--- src/rtl/lsu_pkg.sv ---
// lsu_pkg: shared widths, FSM state encodings, timeout default and the
// latched command payload for the load/store responder.
package lsu_pkg;

  localparam int unsigned XLEN  = 32;
  localparam int unsigned WEN_W = 4;
  localparam int unsigned ST_W  = 2;
  localparam int unsigned TMO_W = 16;

  // FSM state encodings
  localparam logic [ST_W-1:0] CIRNO_LSU_ST_IDLE = 2'd0;
  localparam logic [ST_W-1:0] CIRNO_LSU_ST_CMD  = 2'd1;
  localparam logic [ST_W-1:0] CIRNO_LSU_ST_RSP  = 2'd2;
  localparam logic [ST_W-1:0] CIRNO_LSU_ST_ACK  = 2'd3;

  localparam int unsigned CIRNO_LSU_TIMEOUT_DFLT = 255;

  // Request as presented on the bus command channel
  typedef struct packed {
    logic [XLEN-1:0]  adr;
    logic [XLEN-1:0]  wdat;
    logic [WEN_W-1:0] wen;
    logic             read;
  } lsu_cmd_t;

  // Word-align a byte address
  function automatic logic [XLEN-1:0] word_align(input logic [XLEN-1:0] adr);
    return adr & ~XLEN'(3);
  endfunction

endpackage

--- src/rtl/lsu_tmo.sv ---
// lsu_tmo: transaction watchdog for lsu (present only with CIRNO_LSU_TIMEOUT_EN).
//   clk, rst_n      clock, async active-low reset
//   start_i         transaction enters CMD this cycle (clears counter)
//   active_i        transaction currently in CMD or RSP
//   set_drop_i      a timed-out command still owes a bus response
//   rsp_hs_i        response handshake on the bus this cycle
//   expire_c_o      counter at TIMEOUT_CYC-1 while active (combinational)
//   drop_nxt_c_o    next value of drop_pend (combinational)
`ifdef CIRNO_LSU_TIMEOUT_EN
module lsu_tmo
  import lsu_pkg::*;
#(
  parameter int unsigned TIMEOUT_CYC = CIRNO_LSU_TIMEOUT_DFLT
) (
  input  logic clk,
  input  logic rst_n,
  input  logic start_i,
  input  logic active_i,
  input  logic set_drop_i,
  input  logic rsp_hs_i,
  output logic expire_c_o,
  output logic drop_nxt_c_o
);

  localparam logic [TMO_W-1:0] TMO_LAST = TMO_W'(TIMEOUT_CYC - 1);

  logic [TMO_W-1:0] cnt_q, cnt_d;
  logic             drop_pend_q, drop_pend_d;

  // Expiry looks only at registered count so it never loops back through start_i
  assign expire_c_o   = active_i && (cnt_q == TMO_LAST);
  assign drop_nxt_c_o = drop_pend_d;

  // Counter and pending-drop next state
  always_comb begin
    cnt_d       = cnt_q;
    drop_pend_d = drop_pend_q;
    if (start_i) begin
      cnt_d = '0;
    end else if (active_i) begin
      cnt_d = cnt_q + TMO_W'(1);
    end
    // The owed response is swallowed by whichever handshake comes first
    if (drop_pend_q && rsp_hs_i) begin
      drop_pend_d = 1'b0;
    end
    if (set_drop_i) begin
      drop_pend_d = 1'b1;
    end
  end

  always_ff @(posedge clk or negedge rst_n) begin
    if (!rst_n) begin
      cnt_q       <= '0;
      drop_pend_q <= 1'b0;
    end else begin
      cnt_q       <= cnt_d;
      drop_pend_q <= drop_pend_d;
    end
  end

endmodule
`endif

--- src/rtl/lsu.sv ---
// lsu: load/store responder between the execute unit and the data-side bus.
// Takes one request over hs_ex4ls_val, issues it as a single bus command,
// waits for the response and returns it with a one-cycle hs_ls4ex_rdy pulse.
// Optional watchdog: define CIRNO_LSU_TIMEOUT_EN to enable the TIMEOUT_CYC
// forced-error completion and late-response discard.
//   hs_ex4ls_val / hs_ls4ex_rdy   ex-side request valid / completion pulse
//   i_ls_adr/wdat/wen/ren         request fields (held stable while valid)
//   o_ls_rdat / o_ls_err          result, meaningful while hs_ls4ex_rdy
//   o_bus_cmd_val / i_bus_cmd_rdy bus command handshake
//   o_bus_adr/wdat/wen/read       bus command fields
//   i_bus_rsp_val / o_bus_rsp_rdy bus response handshake
//   i_bus_rsp_dat / i_bus_rsp_err bus response payload
module lsu
  import lsu_pkg::*;
#(
  parameter int unsigned TIMEOUT_CYC = CIRNO_LSU_TIMEOUT_DFLT
) (
  input  logic             clk,
  input  logic             rst_n,
  input  logic             hs_ex4ls_val,
  output logic             hs_ls4ex_rdy,
  input  logic [XLEN-1:0]  i_ls_adr,
  input  logic [XLEN-1:0]  i_ls_wdat,
  input  logic [WEN_W-1:0] i_ls_wen,
  input  logic             i_ls_ren,
  output logic [XLEN-1:0]  o_ls_rdat,
  output logic             o_ls_err,
  output logic             o_bus_cmd_val,
  input  logic             i_bus_cmd_rdy,
  output logic [XLEN-1:0]  o_bus_adr,
  output logic [XLEN-1:0]  o_bus_wdat,
  output logic [WEN_W-1:0] o_bus_wen,
  output logic             o_bus_read,
  input  logic             i_bus_rsp_val,
  output logic             o_bus_rsp_rdy,
  input  logic [XLEN-1:0]  i_bus_rsp_dat,
  input  logic             i_bus_rsp_err
);

  // Reject out-of-range timeout at elaboration
  if ((TIMEOUT_CYC < 2) || (TIMEOUT_CYC > 65535)) begin : g_tmo_range
    $error("lsu: TIMEOUT_CYC must be within 2..65535");
  end

  logic [ST_W-1:0]  state_q, state_d;
  lsu_cmd_t         req_q, req_d;
  logic [XLEN-1:0]  rdat_q, rdat_d;
  logic             err_q, err_d;
  logic             cmd_val_q, cmd_val_d;
  logic             rsp_rdy_q, rsp_rdy_d;
  logic             ls_rdy_q, ls_rdy_d;

  logic             cmd_hs;
  logic             rsp_hs;

  assign cmd_hs = cmd_val_q && i_bus_cmd_rdy;
  assign rsp_hs = i_bus_rsp_val && rsp_rdy_q;

`ifdef CIRNO_LSU_TIMEOUT_EN
  logic tmo_start;
  logic tmo_active;
  logic tmo_expire;
  logic set_drop;
  logic drop_nxt;

  assign tmo_start  = (state_d == CIRNO_LSU_ST_CMD) && (state_q != CIRNO_LSU_ST_CMD);
  assign tmo_active = (state_q == CIRNO_LSU_ST_CMD) || (state_q == CIRNO_LSU_ST_RSP);

  lsu_tmo #(
    .TIMEOUT_CYC (TIMEOUT_CYC)
  ) u_tmo (
    .clk          (clk),
    .rst_n        (rst_n),
    .start_i      (tmo_start),
    .active_i     (tmo_active),
    .set_drop_i   (set_drop),
    .rsp_hs_i     (rsp_hs),
    .expire_c_o   (tmo_expire),
    .drop_nxt_c_o (drop_nxt)
  );
`endif

  // FSM next state and capture registers
  always_comb begin
    state_d = state_q;
    req_d   = req_q;
    rdat_d  = rdat_q;
    err_d   = err_q;
`ifdef CIRNO_LSU_TIMEOUT_EN
    set_drop = 1'b0;
`endif
    case (state_q)
      CIRNO_LSU_ST_IDLE: begin
        if (hs_ex4ls_val) begin
          req_d.adr  = word_align(i_ls_adr);
          req_d.wdat = i_ls_wdat;
          req_d.wen  = i_ls_wen;
          // Any byte enable makes it a store; ren only matters when wen is 0
          req_d.read = (i_ls_wen == '0) && i_ls_ren;
          rdat_d     = '0;
          err_d      = 1'b0;
          if ((i_ls_wen != '0) || i_ls_ren) begin
            state_d = CIRNO_LSU_ST_CMD;
          end else begin
            state_d = CIRNO_LSU_ST_ACK;
          end
        end
      end
      CIRNO_LSU_ST_CMD: begin
        if (cmd_hs) begin
          state_d = CIRNO_LSU_ST_RSP;
        end
`ifdef CIRNO_LSU_TIMEOUT_EN
        // A command accepted on the expiry cycle still owes a response
        if (tmo_expire) begin
          state_d  = CIRNO_LSU_ST_ACK;
          rdat_d   = '0;
          err_d    = 1'b1;
          set_drop = cmd_hs;
        end
`endif
      end
      CIRNO_LSU_ST_RSP: begin
        if (rsp_hs) begin
          state_d = CIRNO_LSU_ST_ACK;
          rdat_d  = req_q.read ? i_bus_rsp_dat : '0;
          err_d   = i_bus_rsp_err;
        end
`ifdef CIRNO_LSU_TIMEOUT_EN
        else if (tmo_expire) begin
          state_d  = CIRNO_LSU_ST_ACK;
          rdat_d   = '0;
          err_d    = 1'b1;
          set_drop = 1'b1;
        end
`endif
      end
      CIRNO_LSU_ST_ACK: begin
        state_d = CIRNO_LSU_ST_IDLE;
      end
      default: begin
        state_d = CIRNO_LSU_ST_IDLE;
      end
    endcase
  end

  // Registered handshake outputs derived from the next state
  always_comb begin
    cmd_val_d = (state_d == CIRNO_LSU_ST_CMD);
    rsp_rdy_d = (state_d == CIRNO_LSU_ST_RSP);
    ls_rdy_d  = (state_d == CIRNO_LSU_ST_ACK);
`ifdef CIRNO_LSU_TIMEOUT_EN
    // Hold the new command back until the abandoned response has drained
    cmd_val_d = cmd_val_d && !drop_nxt;
    rsp_rdy_d = rsp_rdy_d || drop_nxt;
`endif
  end

  always_ff @(posedge clk or negedge rst_n) begin
    if (!rst_n) begin
      state_q   <= CIRNO_LSU_ST_IDLE;
      req_q     <= '0;
      rdat_q    <= '0;
      err_q     <= 1'b0;
      cmd_val_q <= 1'b0;
      rsp_rdy_q <= 1'b0;
      ls_rdy_q  <= 1'b0;
    end else begin
      state_q   <= state_d;
      req_q     <= req_d;
      rdat_q    <= rdat_d;
      err_q     <= err_d;
      cmd_val_q <= cmd_val_d;
      rsp_rdy_q <= rsp_rdy_d;
      ls_rdy_q  <= ls_rdy_d;
    end
  end

  assign hs_ls4ex_rdy  = ls_rdy_q;
  assign o_ls_rdat     = rdat_q;
  assign o_ls_err      = err_q;
  assign o_bus_cmd_val = cmd_val_q;
  assign o_bus_rsp_rdy = rsp_rdy_q;
  assign o_bus_adr     = req_q.adr;
  assign o_bus_wdat    = req_q.wdat;
  assign o_bus_wen     = req_q.wen;
  assign o_bus_read    = req_q.read;

endmodule

--- config.mk ---
export PLATFORM = sky130hd
export DESIGN_NAME = lsu
export DESIGN_NICKNAME = d
export VERILOG_FILES = /design/src/rtl/lsu_pkg.sv /design/src/rtl/lsu_tmo.sv /design/src/rtl/lsu.sv
export SDC_FILE = /design/constraint.sdc
export NUM_CORES = 1
export LEC_CHECK = 0
export CAP_MARGIN = 20
export CELL_PAD_IN_SITES_DETAIL_PLACEMENT = 1
export CELL_PAD_IN_SITES_GLOBAL_PLACEMENT = 1
export CORE_UTILIZATION = 31
export DETAILED_ROUTE_END_ITERATION = 6
export GPL_ROUTABILITY_DRIVEN = 0
export PLACE_DENSITY_LB_ADDON = 0.1
export SYNTH_ARGS = -nofsm -noshare
export SYNTH_HDL_FRONTEND = slang
export SYNTH_HIERARCHICAL = 1
export SYNTH_SLANG_ARGS = --single-unit
--- constraint.sdc ---
create_clock -name clk -period 2 [get_ports clk]
set_input_delay 0.3 -clock clk [delete_from_list [all_inputs] [get_ports clk]]
set_output_delay 0.3 -clock clk [all_outputs]
set_load 0.05 [all_outputs]
# After elaboration in Yosys (flattened, before gate mapping)
# Cells that the tools add are included.
# Widths: inputs -> output; s select.
# word_totals
ff_bits	105
in_bits	107
output_inout_bits	105
elab_cells	40
# classes
n_eq_ne	8
mux	12
n_reduce_logical	10
# ops
operator	count
$mux 32	3
$pmux 32 s2	1
$eq 2x2->1 const B	4
$mux 2	4
$pmux 2 s4	1
$eq 2x1->1 const B	2
$logic_not 4->1	1
$ne 2x2->1 const B	2
$reduce_bool 4->1	1
$logic_and 1x1->1	3
$reduce_and 3->1	1
$logic_not 2->1	1
$mux 1	2
$pmux 1 s2	1
$reduce_and 2->1	1
$reduce_bool 2->1	1
$logic_or 1x1->1	1

# Longest topological paths before layout
# Gate-level depths: netlist of the first run.
# depth
word_depth	6
ltp_mapped	6

# Worst setup path before layout of the first run
# No wires, ideal clock.
# synth_path
kind	flip-flop to flip-flop
from	reg state_q[1]
to	reg req_q (netlist bit o_bus_adr[20])
setup_time_ns	0.125
arrival_ns	1.409
required_ns	1.875
path_slack_ns	0.466
stages_incl_launch_ff	6
path_cell_list	dfrtp_1 buf_4 nor3b_4 buf_4 buf_6 mux2_2
# synth_between
elab_chain_cells	2
# synth_lines
item	line_no	text
start: declaration	lsu.sv:45	logic [ST_W-1:0] state_q, state_d;
start signal: assignment	lsu.sv:169	state_q <= state_d;
$logic_not 2->1	lsu.sv:92	case (state_q)
$reduce_and 2->1 (no source line)	-	
end signal: assignment	lsu.sv:170	req_q <= req_d;
end: declaration	lsu.sv:46	lsu_cmd_t req_q, req_d;
# Every way passes these cells.
# A chain may end at the register's enable or synchronous reset.

# Final worst setup path of the first run
# layout_path
from	reg rsp_rdy_q, in the netlist o_bus_rsp_rdy
to	out o_bus_rsp_rdy
# layout_rtl
item	line_no	text
start: declaration	lsu.sv:50	logic rsp_rdy_q, rsp_rdy_d;
start signal: assignment	lsu.sv:174	rsp_rdy_q <= rsp_rdy_d;
end: declaration	lsu.sv:35	output logic o_bus_rsp_rdy,
# No word-level cell between the ends.

==> impl_metrics.ini, run 1 <==
[clock_network]
cts_tree = built
clockBufferDepth = 2
cts_hold_buf = 0
path_clk_slew_ns = 0.07
cts_setup_buffers = 0
clk_latency_ns = 0.35
ctsResizeCount = 0
htree_levels = 3
numCtsBuffers = 9
cts_root_buffer = clkbuf_16
cts_sinks = 105

[cells_and_area]
fin_cells = 701
antenna_cells = 0
fill_cells = 1375
regArea_sq_um = 2630
nets = 628
multiInputGateArea_sq_um = 1340
final_layout_size_suffix_gt1_share_pct = 16.6
area_growth_pct = 62.0

[die]
die_y_um = 119
rows = 42
die_w_um = 119
core-area_sq_um = 13200
start_util_pct = 31.9
dieArea_sq_um = 14100
ios = 212

[worst_setup_path]
critPathMaxFanout = 3
crit_family = buffers and inverters
crit_type = reg2out
cpPeakStageDelay_ns = 0.84
crit_path_end_kind = output port
cp_data_arrival_time_ns = 1.56
critPathRequiredTime_ns = 1.70
path_cells = clkdlybuf4s50_1
cpMaxStageDelayCell = clkdlybuf4s50_1
cp.buffers_inverters = 1
startpoint_type = flip-flop

[grt]
grt_pass1_vias = 3505
grt_usage_pct = 16.8
globalRoute.totalOverflow = 0
grt_pass1_wl_mm = 18.2
antenna_found_initial = 0
grt_max_degree = 106

[place]
io_buffers = 207
place_hpwl_mm = 8.34
placed_cells = 686

[route]
first_pass_iters = 4
via_per_inst = 4.41
vias = 3093
ant_nets = 0
routed_wl_mm = 11.1
drc = 0
detail_route.iter0.violations = 54
wl_per_cell_um = 15.8

[synth]
netlist_area_sq_um = 4220
ys_warn_count = 6
ys_seq_area_share_pct = 62.2
synth_edf_count = 0
synth.distinct_cells = 25
synthFlopType = dfrtp_1
syn_inst = 308
ys_async_sr_fraction_pct = 100
synth_seq_cells = 105
synth_top_cell_by_area = dfrtp_1
yosysMostFrequentCell = dfrtp_1
avgSynthCellArea_sq_um = 13.7
ys_top_cells_by_count = dfrtp_1 (105), mux2_2 (58), nand2_1 (35)
synth.top_cells.by_area = dfrtp_1 (62%), mux2_2 (15%), mux2i_1 (7.6%)
yosys.area.top_type_share_pct = 62.2

[sta]
fin_setup_tns_ns = 0
skew_ns = 0.00454
slew_violations = 0
max_freq_mhz = 539
rsz0062_at_grt = false
setup_viol = 0
slew_headroom_pct = 62.0
worst_slew_pin_slew_ns = 0.570
hold_viol_final = 0
fin_crit_sh_pct = 92.8
layout_min_cycle_time_ns = 1.86

[pwr]
power_density_nw_per_um2 = 1620
vdd.ir_drop.worst_mv = 0.870
clkPwrFrac_pct = 14.5
comb_power_share_pct = 55.8
p_sw_mw = 4.92
power.total_mw = 11.1
cell_internal_pwr_mw = 6.19
switching_share_pct = 44.3
p_leak_nw = 2.80
power_frac_seq_pct = 29.7

[worst_hold_path]
hp-class = in2async

[flow_run]
cap_violations = 0

[status]
status = completed
[layer usage]
metal  up-vias  routed length (um)  global-route usage [%]
met5         -                   0                       0
met4         0                 191                    6.88
met3        13                 813                    5.60
met2       109                5790                    29.0
met1      1535                4310                    19.0
li1       1436                   -                       -
[power by group through the flow]
| stage | Combinational, mW | Clock (mW) | Sequential, mW |
|---|---|---|---|
| after floorplan | 1.38 | 0 | 5.95 |
| after global placement | 6.19 | 0 | 3.29 |
| after detailed placement | 6.25 | 0 | 3.36 |
| after CTS | 6.27 | 1.69 | 3.32 |
| after global routing | 6.45 | 1.76 | 3.42 |
| final | 6.19 | 1.61 | 3.30 |
[registers in the layout, indices dropped and copies added, names as in the netlist]
| signal | flops |
|---|---|
| o_bus_read | 1 |
| hs_ls4ex_rdy | 1 |
| o_ls_err | 1 |
| o_bus_rsp_rdy | 1 |
| o_bus_wdat | 32 |
| state_q | 2 |
| o_bus_adr | 30 |
| o_bus_cmd_val | 1 |
| o_bus_wen | 4 |
| o_ls_rdat | 32 |
[layout make-up]
type / count / share of cell area [%]
multi-input combinational: 152 / 19.6
clock inverter: 3 / 0.256
clock buffer: 12 / 3.60
tap: 176 / 3.22
sequential: 105 / 38.4
inverter: 34 / 1.87
timing repair buffer: 219 / 33.0
[kinds of logic (layout without fill, tap and decap cells)]
group | count (synthesis) | in the layout | share of synthesized area (%)
other | 1 | 2 | 0.0888
buffers and inverters | 52 | 268 | 6.10
and+or+nand+nor | 43 | 43 | 4.65
DFF | 105 | 105 | 62.2
AOI/OAI and AO/OA | 7 | 7 | 1.21
muxes | 100 | 100 | 25.7
[metrics by stage]
step	hold WS, ns	utilization [%]	instance area, sq um	worst slack [ns]
after floorplan	0.00441	-	4230	0.466
after detailed placement	0.429	49.7	6580	0.109
after global placement	0.427	49.7	6580	0.122
after global routing	0.0565	51.6	6840	0.0783
final	0.00940	51.6	6840	0.144
after CTS	0.0523	51.6	6840	0.122
[final timing paths]
check | start | end | slack [ns] | depth (start not counted)
worst min-delay path | rst_n | o_bus_wdat[26]$_DFFE_PN0P_ | 0.009 | 2
min in group clk | o_bus_wdat[27]$_DFFE_PN0P_ | o_bus_wdat[27]$_DFFE_PN0P_ | 0.49 | 1
worst min register to register | o_bus_wdat[27]$_DFFE_PN0P_ | o_bus_wdat[27]$_DFFE_PN0P_ | 0.49 | 1
max in group asynchronous | rst_n | o_ls_rdat[19]$_DFFE_PN0P_ | 1.54 | 2
worst max register to register | state_q[0]$_DFF_PN0_ | o_bus_adr[29]$_DFFE_PN0P_ | 0.45 | 4
worst max-delay path | o_bus_rsp_rdy$_DFF_PN0_ | o_bus_rsp_rdy | 0.14 | 1
[placed cells by master (no fill, tap or decap), types with 2 or more instances in the layout]
| cell type | netlist | final |
|---|---|---|
| mux2_1 | 10 | 10 |
| o21ai_0 | 2 | 2 |
| dfrtp_1 | 105 | 105 |
| buf_4 | 5 | 6 |
| clkbuf_16 | 0 | 9 |
| clkdlybuf4s50_1 | 0 | 205 |
| clkbuf_1 | 3 | 2 |
| mux2_2 | 58 | 58 |
| mux2i_1 | 32 | 32 |
| buf_12 | 0 | 8 |
| conb_1 | 1 | 2 |
| inv_1 | 34 | 34 |
| clkinv_2 | 0 | 2 |
| nand2_1 | 35 | 35 |
Power figures use the tool's default switching activity.
==> inputs of run 2 (changes only) <==
Settings changed: MAX_ROUTING_LAYER from default to met4.
==> run 2 against run 1 <==
  * Die area did not move
  * Wire length about the same
  * Sequential cell count stayed put
  * Final cell count unchanged
  * Critical endpoint unchanged
  * Non-clock buffer count is the same
  * Clock skew hardly changed
  * Sequential power hardly changed
  * First-iteration DRC count did not move
  * Combinational power about the same
  * Critical path depth stayed put
  * Final area unchanged
  * Global-route usage grew 0.52 points
==> impl_metrics.ini, run 2 (synthesis gave the netlist of run 1 again) <==
[worst_setup_path]
cpPeakStageDelay_ns = 0.84
crit_type = reg2out
crit_path_end = o_bus_rsp_rdy
critPathRequiredTime_ns = 1.70
cp.depth = 1
cpMaxStageDelayCell = clkdlybuf4s50_1
critPathMaxFanout = 3
crit_family = buffers and inverters
startpoint_type = flip-flop
reg2reg_slack_ns = 0.45
path_cells = clkdlybuf4s50_1
crit_path_end_kind = output port
rr_worst_depth = 4
cp_data_arrival_time_ns = 1.56
cp.buffers_inverters = 1
crit_start = o_bus_rsp_rdy$_DFF_PN0_
rr_startpoint = state_q[0]$_DFF_PN0_
timing.rr.end = o_bus_adr[29]$_DFFE_PN0P_

[route]
vias = 3083
wl_per_cell_um = 15.8
ant_nets = 0
routed_wl_mm = 11.1
via_per_inst = 4.40
drc = 0
first_pass_iters = 4
detail_route.iter0.violations = 54

[status]
status = completed

[place]
place_hpwl_mm = 8.34
dpl_cell_area_sq_um = 6580
io_buffers = 207

[die]
ios = 212
start_util_pct = 31.9
rows = 42
dieArea_sq_um = 14100
die_y_um = 119
die_w_um = 119
core-area_sq_um = 13200

[cells_and_area]
nets = 628
fill_cells = 1375
finish.utilization_pct = 51.6
final_common_cell = clkdlybuf4s50_1
final_layout_size_suffix_gt1_share_pct = 16.6
antenna_cells = 0
area_growth_pct = 62.0
final_cell_mix = clkdlybuf4s50_1 (205), dfrtp_1 (105), mux2_2 (58)
finalInstanceArea_sq_um = 6840
regArea_sq_um = 2630
multiInputGateArea_sq_um = 1340

[clock_network]
cts_setup_buffers = 0
cts_hold_buf = 0
clockBufferDepth = 2
cts_root_buffer = clkbuf_16
path_clk_slew_ns = 0.07
clk_latency_ns = 0.35
htree_levels = 3
ctsResizeCount = 0
cts_tree = built
numCtsBuffers = 9
cts_sinks = 105

[sta]
hold_viol_final = 0
slew_violations = 0
fin_crit_sh_pct = 92.9
max_freq_mhz = 538
skew_ns = 0.00419
layout_min_cycle_time_ns = 1.86
worst_slew_pin_slew_ns = 0.569
slew_headroom_pct = 62.0
fin_setup_tns_ns = 0
rsz0062_at_grt = false
setup_viol = 0

[grt]
grt_pass1_vias = 3511
globalRoute.totalOverflow = 0
grt_max_degree = 106
grt_usage_pct = 17.3
grt_pass1_wl_mm = 18.2
antenna_found_initial = 0

[pwr]
power_density_nw_per_um2 = 1620
p_sw_mw = 4.92
vdd.ir_drop.worst_mv = 0.868
comb_power_share_pct = 55.7
switching_share_pct = 44.3
clkPwrFrac_pct = 14.5
power_frac_seq_pct = 29.7
p_leak_nw = 2.80
cell_internal_pwr_mw = 6.19

[worst_hold_path]
hp-class = in2async

[flow_run]
cap_violations = 0
-- run 2: cell counts in the layout (fill, tap and decap cells not counted) --
No cell type changed its count.
-- run 2: power by group through the flow --
stage                     registers, mW  clock network [mW]  logic, mW
after global placement             3.29                   0       6.19
after global routing               3.42                1.77       6.45
after floorplan                    5.95                   0       1.38
after CTS                          3.32                1.69       6.27
after detailed placement           3.36                   0       6.25
final                              3.30                1.62       6.19
-- run 2: final cells by class --
class / count / share of cell area [%]
clock inverter: 3 / 0.256
timing repair buffer: 219 / 33.0
inverter: 34 / 1.87
tap: 176 / 3.22
multi-input combinational: 152 / 19.6
clock buffer: 12 / 3.60
sequential: 105 / 38.4
-- run 2: per-stage QoR --
stage	hold WS, ns	power [mW]	instances	setup WS, ns
after global placement	0.427	9.48	686	0.122
after CTS	0.0523	11.3	701	0.122
after detailed placement	0.429	9.61	686	0.109
final	0.00860	11.1	701	0.142
after global routing	0.0542	11.6	701	0.0767
after floorplan	0.00441	7.34	309	0.466
-- run 2: how the worst min path moves through the flow --
stage / startpoint / to / slack, ns / depth (start not counted)
finish: rst_n / o_bus_wdat[26]$_DFFE_PN0P_ / 0.009 / 2
global route: rst_n / o_bus_adr[4]$_DFFE_PN0P_ / 0.05 / 2
CTS: rst_n / o_bus_wdat[26]$_DFFE_PN0P_ / 0.05 / 2
detailed placement: rst_n / o_bus_wdat[26]$_DFFE_PN0P_ / 0.43 / 2
global placement: rst_n / o_bus_wdat[26]$_DFFE_PN0P_ / 0.43 / 2
floorplan: rst_n / hs_ls4ex_rdy$_DFF_PN0_ / 0.004 / 0
-- run 2: per-layer routing --
layer	up-vias	routed length (um)	global-route usage (%)
met5	-	0	-
met1	1527	4490	19.8
met4	0	197	6.88
met3	13	630	4.44
li1	1435	-	-
met2	108	5790	29.1
